[src/rtl/program_sequencer_pkg.sv]
// Shared opcode constants and width helper for the program sequencer and its return stack.
package program_sequencer_pkg;

    localparam logic [2:0] OP_HOLD = 3'b000;
    localparam logic [2:0] OP_INC  = 3'b001;
    localparam logic [2:0] OP_LOAD = 3'b010;
    localparam logic [2:0] OP_JUMP = 3'b011;
    localparam logic [2:0] OP_REL  = 3'b100;
    localparam logic [2:0] OP_CALL = 3'b101;
    localparam logic [2:0] OP_RET  = 3'b110;
    localparam logic [2:0] OP_RSVD = 3'b111;

    // Bits needed to encode values 0..value-1 (minimum 1).
    function automatic int clog2(input int value);
        int r;
        int v;
        r = 0;
        v = value - 1;
        while (v > 0) begin
            r++;
            v = v >> 1;
        end
        if (r == 0) r = 1;
        return r;
    endfunction

endpackage

[src/rtl/program_sequencer_pc_ret_stack.sv]
// LIFO return-address stack: push writes at the fill level, top reads the entry just below it.
module pc_ret_stack
    import program_sequencer_pkg::*;
#(
    parameter int AW = 8,
    parameter int SD = 4
) (
    input  logic                      clk,
    input  logic                      rst,
    input  logic                      push,
    input  logic                      pop,
    input  logic [AW-1:0]             push_data,
    output logic [AW-1:0]             top,
    output logic [clog2(SD+1)-1:0]    count,
    output logic                      full,
    output logic                      empty
);

    localparam int CW = clog2(SD + 1);
    localparam int IW = clog2(SD);

    logic [AW-1:0] mem [SD];
    logic [CW-1:0] level;
    logic [IW-1:0] wr_idx;
    logic [IW-1:0] rd_idx;

    assign wr_idx = IW'(level);
    assign rd_idx = IW'(level - CW'(1));

    assign count = level;
    assign full  = (level == CW'(SD));
    assign empty = (level == '0);
    assign top   = empty ? '0 : mem[rd_idx];

    always_ff @(posedge clk) begin
        if (rst) begin
            level <= '0;
        end else if (push && !full) begin
            mem[wr_idx] <= push_data;
            level       <= level + CW'(1);
        end else if (pop && !empty) begin
            level <= level - CW'(1);
        end
    end

    // Entries are don't-care after reset; only the fill level is cleared.

endmodule

[src/rtl/program_sequencer.sv]
// Program counter with next-PC mux, return stack for CALL/RET and sticky stack-error flags.
module program_sequencer
    import program_sequencer_pkg::*;
#(
    parameter int AW = 8,
    parameter int SD = 4
) (
    input  logic                      CLK,
    input  logic                      RST,
    input  logic [2:0]                OP,
    input  logic                      E_PC,
    input  logic [AW-1:0]             OR,
    input  logic [AW-1:0]             dataBus_in,
    output logic [AW-1:0]             dataBus_out,
    output logic                      bus_drive,
    output logic [AW-1:0]             toAS,
    output logic [AW-1:0]             PC_reg,
    output logic [clog2(SD+1)-1:0]    sp_count,
    output logic                      ovf,
    output logic                      unf
);

    generate
        if (AW < 4 || AW > 16) begin : g_bad_aw
            $error("program_sequencer: AW out of range 4..16");
        end
        if (SD < 2 || SD > 16) begin : g_bad_sd
            $error("program_sequencer: SD out of range 2..16");
        end
    endgenerate

    logic [AW-1:0] pc;
    logic [AW-1:0] pc_next;
    logic [AW-1:0] pc_inc;
    logic [AW-1:0] stk_top;
    logic          stk_full;
    logic          stk_empty;
    logic          push;
    logic          pop;
    logic          set_ovf;
    logic          set_unf;

    assign pc_inc = pc + AW'(1);

    always_comb begin
        pc_next = pc;
        push    = 1'b0;
        pop     = 1'b0;
        set_ovf = 1'b0;
        set_unf = 1'b0;
        case (OP)
            OP_HOLD, OP_RSVD: ;
            OP_INC:  pc_next = pc_inc;
            OP_LOAD: pc_next = dataBus_in;
            OP_JUMP: pc_next = OR;
            // Same-width modulo add is identical to adding the sign-extended offset.
            OP_REL:  pc_next = pc + dataBus_in;
            OP_CALL: begin
                if (stk_full) begin
                    set_ovf = 1'b1;
                end else begin
                    push    = 1'b1;
                    pc_next = OR;
                end
            end
            OP_RET: begin
                if (stk_empty) begin
                    set_unf = 1'b1;
                end else begin
                    pop     = 1'b1;
                    pc_next = stk_top;
                end
            end
            default: ;
        endcase
    end

    always_ff @(posedge CLK) begin
        if (RST) begin
            pc  <= '0;
            ovf <= 1'b0;
            unf <= 1'b0;
        end else begin
            pc <= pc_next;
            if (set_ovf) ovf <= 1'b1;
            if (set_unf) unf <= 1'b1;
        end
    end

    pc_ret_stack #(
        .AW (AW),
        .SD (SD)
    ) u_stack (
        .clk       (CLK),
        .rst       (RST),
        .push      (push),
        .pop       (pop),
        .push_data (pc_inc),
        .top       (stk_top),
        .count     (sp_count),
        .full      (stk_full),
        .empty     (stk_empty)
    );

    assign PC_reg      = pc;
    assign toAS        = pc;
    assign bus_drive   = E_PC;
    assign dataBus_out = E_PC ? pc : '0;

endmodule

[config.mk]
export PLATFORM = sky130hd
export DESIGN_NAME = program_sequencer
export DESIGN_NICKNAME = d
export VERILOG_FILES = /design/src/rtl/program_sequencer_pkg.sv /design/src/rtl/program_sequencer_pc_ret_stack.sv /design/src/rtl/program_sequencer.sv
export SDC_FILE = /design/constraint.sdc
export NUM_CORES = 1
export LEC_CHECK = 0
export BUFFER_PORTS_ARGS = -buffer_cell sky130_fd_sc_hd__buf_2
export CAP_MARGIN = 20
export CORE_MARGIN = 2
export CORE_UTILIZATION = 56
export CTS_CLUSTER_SIZE = 10
export DETAILED_ROUTE_END_ITERATION = 16
export HOLD_SLACK_MARGIN = 0.06
export PLACE_DENSITY = 0.85
export SETUP_SLACK_MARGIN = 0.5
export SYNTH_ARGS = -nofsm -noshare
export SYNTH_HDL_FRONTEND = slang
export SYNTH_SLANG_ARGS = --single-unit
[constraint.sdc]
create_clock -name CLK -period 3 [get_ports CLK]
set_input_delay 0.3 -clock CLK [delete_from_list [all_inputs] [get_ports CLK]]
set_output_delay 0.3 -clock CLK [all_outputs]
set_load 0.05 [all_outputs]
After elaboration in Yosys (flattened, before gate mapping)
Memory sizes are Yosys's and may differ from the RTL's.
Cells that the tools add are included.
Widths: inputs -> output; s select.
{ "word_totals": {"mem_bits_rw": 32, "out_inout_bits": 30, "wordCells": 43, "memories": 1, "input_bits": 22, "romBits": 0, "latchBits": 0, "ff_bits": 13} }
{ "classes": {"div": 0, "shift": 0, "n_mul": 0, "bitwise": 0, "addsub": 4, "muxes": 17, "n_eq_ne": 9, "n_lt_le_gt_ge": 0, "n_reduce_logical": 8} }
{ "memory_table": {"columns": ["memory", "depth", "width", "rd", "rd_clocked_by_memory_dff", "write_ports", "line_no", "rtl"], "rows": [
  ["u_stack.mem", 4, 8, 1, 0, 1, "program_sequencer_pc_ret_stack.sv:22", "logic [AW-1:0] mem [SD];"]
]} }
{ "op_table": {"columns": ["op", "n"], "rows": [
  ["$pmux 8 s6", 1],
  ["$mux 8", 3],
  ["$eq 3x3->1 const B", 4],
  ["$mux 1", 11],
  ["$add 8x1->8 const B", 1],
  ["$add 8x8->8", 1],
  ["$eq 3x2->1 const B", 2],
  ["$mux 3", 2],
  ["$reduce_bool 6->1", 1],
  ["$ne 2x2->1 const B", 2],
  ["$add 3x1->3 const B", 1],
  ["$eq 3x1->1 const B", 1],
  ["$logic_not 3->1", 1],
  ["$reduce_and 3->1", 1],
  ["$sub 3x1->3 const B", 1],
  ["$logic_and 1x1->1", 2],
  ["$logic_not 1->1", 2],
  ["$reduce_bool 2->1", 1]
]} }

Logic depth before layout (Yosys ltp)
{ "logic_depth": {"depth_word": 7, "ltp_mapped": 10, "ltp_nobuf": 8} }

Cells and area by module
Synthesis repeated with hierarchy kept, for this count alone.
{ "hier_totals": {"hier_cells": 267, "hier_area_um2": 2855.2} }
{ "modules_own_cells": {"columns": ["mod", "area_per_inst_um2", "seq_area_each_um2", "n_inst", "cells_per_inst"], "rows": [
  ["pc_ret_stack", 1492.7, 1021.0, 1, 83],
  ["program_sequencer", 1362.6, 200.2, 1, 184]
]} }

Worst setup path after synthesis
Ideal clock, no wire load.
{ "synth_path": {"path_kind": "flip-flop to flip-flop", "startpoint": "reg u_stack.level[0] (netlist: u_stack.count[0])", "endpoint": "reg pc[5] (netlist: PC_reg[5])", "synth_period_minus_slack_ns": 2.507, "setup_slack_ns": 0.493, "path_buffers": 2, "t_required_ns": 2.884, "setup_time_ns": 0.116, "arrival_time_ns": 2.391, "stages_incl_launch_ff": 11, "path_cell_list": "dfxtp_1 buf_6 inv_1 ha_1 ha_1 o21ai_2 a21boi_2 or2_1 buf_6 or3_1 o211a_1"} }
{ "synth_between": {"elab_chain_len": 4, "word_cells_on_any_way": 9, "classes_between": "1 x add/sub; 3 x eq/ne; 2 x mux; 2 x reduce/logical; 1 x memory"} }
{ "synth_lines": {"columns": ["item", "line_no", "rtl"], "rows": [
  ["from (decl)", "program_sequencer_pc_ret_stack.sv:23", "logic [CW-1:0] level;"],
  ["from (signal assigned)", "program_sequencer_pc_ret_stack.sv:40", "level <= level + CW'(1);"],
  ["from (signal assigned)", "program_sequencer_pc_ret_stack.sv:42", "level <= level - CW'(1);"],
  ["$sub 3x1->3", null, null],
  ["$mem_v2 4x8", null, null],
  ["$mux 8", "program_sequencer.sv:67", "if (stk_empty) begin"],
  ["$pmux 8 s6", "program_sequencer.sv:51", "case (OP)"],
  ["to (signal assigned)", "program_sequencer.sv:84", "pc <= pc_next;"],
  ["to (decl)", "program_sequencer.sv:32", "logic [AW-1:0] pc;"]
]} }
Parallel ways exist; a longest one is shown, timed or not. The select of a mux whose other input is x is not followed.
A chain may end at the register's enable or synchronous reset.

Worst setup path after layout
{ "layout_path": {"startpoint": "reg u_stack.level[1] (netlist: u_stack.count[1])", "endpoint": "mem u_stack.mem[3][1], enable pin"} }
{ "layout_between": {"elab_chain_len": 7, "word_cells_on_any_way": 8, "classes_between": "1 x eq/ne; 5 x mux; 2 x reduce/logical"} }
{ "layout_lines": {"columns": ["item", "line_no", "rtl"], "rows": [
  ["$eq 3x3->1", "program_sequencer_pc_ret_stack.sv:31", "assign full = (level == CW'(SD));"],
  ["$mux 1", "program_sequencer.sv:59", "if (stk_full) begin"],
  ["$mux 1", "program_sequencer.sv:51", null],
  ["$logic_and 1x1->1", "program_sequencer_pc_ret_stack.sv:38", "end else if (push && !full) begin"],
  ["$mux 1", "program_sequencer_pc_ret_stack.sv:38", null],
  ["$mux 1", "program_sequencer_pc_ret_stack.sv:36", "if (rst) begin"],
  ["$mux 1 (not written as such)", "program_sequencer_pc_ret_stack.sv:39", "mem[wr_idx] <= push_data;"],
  ["to (decl)", "program_sequencer_pc_ret_stack.sv:22", null]
]} }
Parallel ways exist; a longest one is shown, timed or not.

==> impl_metrics.toml <==
[placed_design]
post_dp_cell_area_mm2 = 0.00298
gp_congestion = 0.907
dp_cells = 359
port_buffers = 51
dpl.hpwl_um = 4950

[clock_network]
insertion_delay_ns = 0.30
cts.clk_slew.worst_paths_ns = 0.08
htreeDepth = 2
root_buffer = "clkbuf_8"
clockBufferDepth = 2
cts_tree = "built"
cts.hold.buffers_added = 0
cts.sinks = 45
numCtsBuffers = 5
cts_setup_buffers = 0
ctsResizeCount = 0

[sta]
hold_ws_ns = 0.354
finalMaxSlewViolations = 0
setup_viol = 0
max_freq_mhz = 472
hold_violations = 0
worstMarginPinSlew_ns = 0.721
finalCritPeriodShare_pct = 70.7
slew_headroom_pct = 51.4
tns_ns = 0
fin_crit_ns = 2.12
skew_ns = 0.00748
grt_setup_unrepaired = "no"

[synth]
synth_nets = 298
synth-compound-area-share_pct = 16.1
synth_cell_types = 52
synth_top_family_by_area = "compound AO/OA/AOI/OAI gates"
synth_common_cells = "32 x edfxtp_1, 20 x a21oi_1, 19 x nand2_1, 17 x o21ai_0, 14 x ha_1"
synth_top_cell_by_area = "edfxtp_1"
netlist_area_mm2 = 0.00278
synthArstFlopShare_pct = 0
syn_avg_cell_area_um2 = 10.6
synth_adder_area_share_pct = 7.03
synth_xor_area_share_pct = 2.84
synth_flop_cell = "edfxtp_1"
synthSimpleGateAreaFrac_pct = 15.9
synth_area_leaders = "edfxtp_1 35%, dfxtp_1 9.4%, mux4_2 6.5%"
synth_cells = 261
synth_top_area_share_pct = 34.6
synth_edf_count = 32
yosysMostFrequentCell = "edfxtp_1"
synth-seq-area-share_pct = 44.0
ys_warn_count = 0
yosys_register_bits = 45
synth_mux_area_share_pct = 7.62

[layout]
antenna_cells = 0
final_util_pct = 65.1
register_area_mm2 = 0.00122
area_growth_pct = 11.5
nNetsFinal = 336
fin_area_mm2 = 0.00310
multi_input_area_mm2 = 0.00137
drive_gt1_share_pct = 25.0
stdcell_count = 367
fillCellCount = 397
largest_reg_flops = 32

[pwr]
power_density_mw_per_mm2 = 530
p_leak_nw = 1.21
ir_worst_vdd_mv = 0.517

[floorplanning]
io_pins = 52
die_w_um = 74.4
start_util_pct = 58.4
die_area_mm2 = 0.00554
fp.dieH_um = 74.4
row_count = 25
fp.coreArea_mm2 = 0.00475

[worst_setup_path]
critical_path_required_ns = 2.96
path_max_fanout = 8
critical_path_class = "register to register"
worst-endpoint-arrival_ns = 2.08
startpoint_type = "register"
end_kind = "register"

[global_route]
antenna_found_initial = 0
grt_use_total_pct = 25.0
grt_pass1_vias = 2111
gr-total-overflow = 0
grt_max_degree = 26
grt_pass1_wl_um = 10200

[flow_run]
maxCapViolations = 0

[routing]
via_per_inst = 6.08
finalWirelength_um = 6440
remaining_drc_errors = 0
num_vias = 2230
drt_iter0_markers = 259
wire_per_inst_um = 17.5
first_pass_iters = 5
ant_nets = 0

[run_status]
status = "finished, final reports clean"

[min_path]
hold_path_class = "input pin to register"
## per-stage QoR
stage	power [mW]	worst slack (ns)
detailed placement	1.18	0.866
finish	1.64	0.880
CTS	1.64	0.856
global placement	1.17	0.941
floorplan	1.09	0.670
global route	1.71	0.683
## cell families (layout without fill, tap and decap cells)
kind of cell / after synthesis / in the layout
flip-flops: 45 / 45
AO/OA/AOI/OAI: 70 / 70
adder cells (fa/ha/maj): 15 / 15
multiplexers: 11 / 11
AND/OR/NAND/NOR: 80 / 80
buffers and inverters: 31 / 70
XOR/XNOR: 9 / 9
## cell usage in the layout, fill, tap and decap left out, types with 4 or more instances in the layout
master,count
nand3_1,6
nand2_1,19
ha_1,14
buf_2,51
clkbuf_8,5
o21ai_0,17
a21oi_1,20
dfxtp_1,12
nand2b_1,6
xnor2_1,6
and2_1,13
edfxtp_1,32
mux4_2,8
nor2_1,13
inv_1,9
nor3b_1,4
a211oi_1,4
o211ai_1,7
nor3_1,6
## where the power goes
part           internal [mW]  switching (mW)  leakage, nW
sequential             0.694          0.0345        0.399
clock                  0.254           0.216       0.0591
combinational          0.143           0.299        0.752
## layer usage
layer | share of wire (%) | track usage (%)
met5 | 0 | 0
met4 | 1.9 | 8.73
met3 | 9.1 | 5.56
met2 | 49 | 41.1
met1 | 40 | 32.7
## worst max-delay path, stage by stage, from the launching register on
cell       delay [ns]
dfxtp_1          0.38
inv_1            0.09
ha_1             0.22
ha_1             0.23
nand4bb_4        0.28
nor2_1           0.19
and2_1           0.40
## final timing paths
| kind | depth (start not counted) | slack (ns) | end | from |
|---|---|---|---|---|
| max | 6 | 0.88 | u_stack.mem[3][1] | u_stack.count[1] |
| min | 2 | 0.35 | ovf | RST |
| max reg2reg | 6 | 0.88 | u_stack.mem[3][1] | u_stack.count[1] |
| min reg2reg | 2 | 0.49 | unf | unf |
## cell type report
type | instances | area share, %
clock buffers | 5 | 2.22
well taps | 67 | 2.71
clock inverters | 3 | 1.54
repair buffers | 52 | 8.48
inverters | 10 | 1.21
flip-flops and latches | 45 | 39.5
multi-input cells | 185 | 44.4
Note: power is estimated with default switching activity, not from simulation.
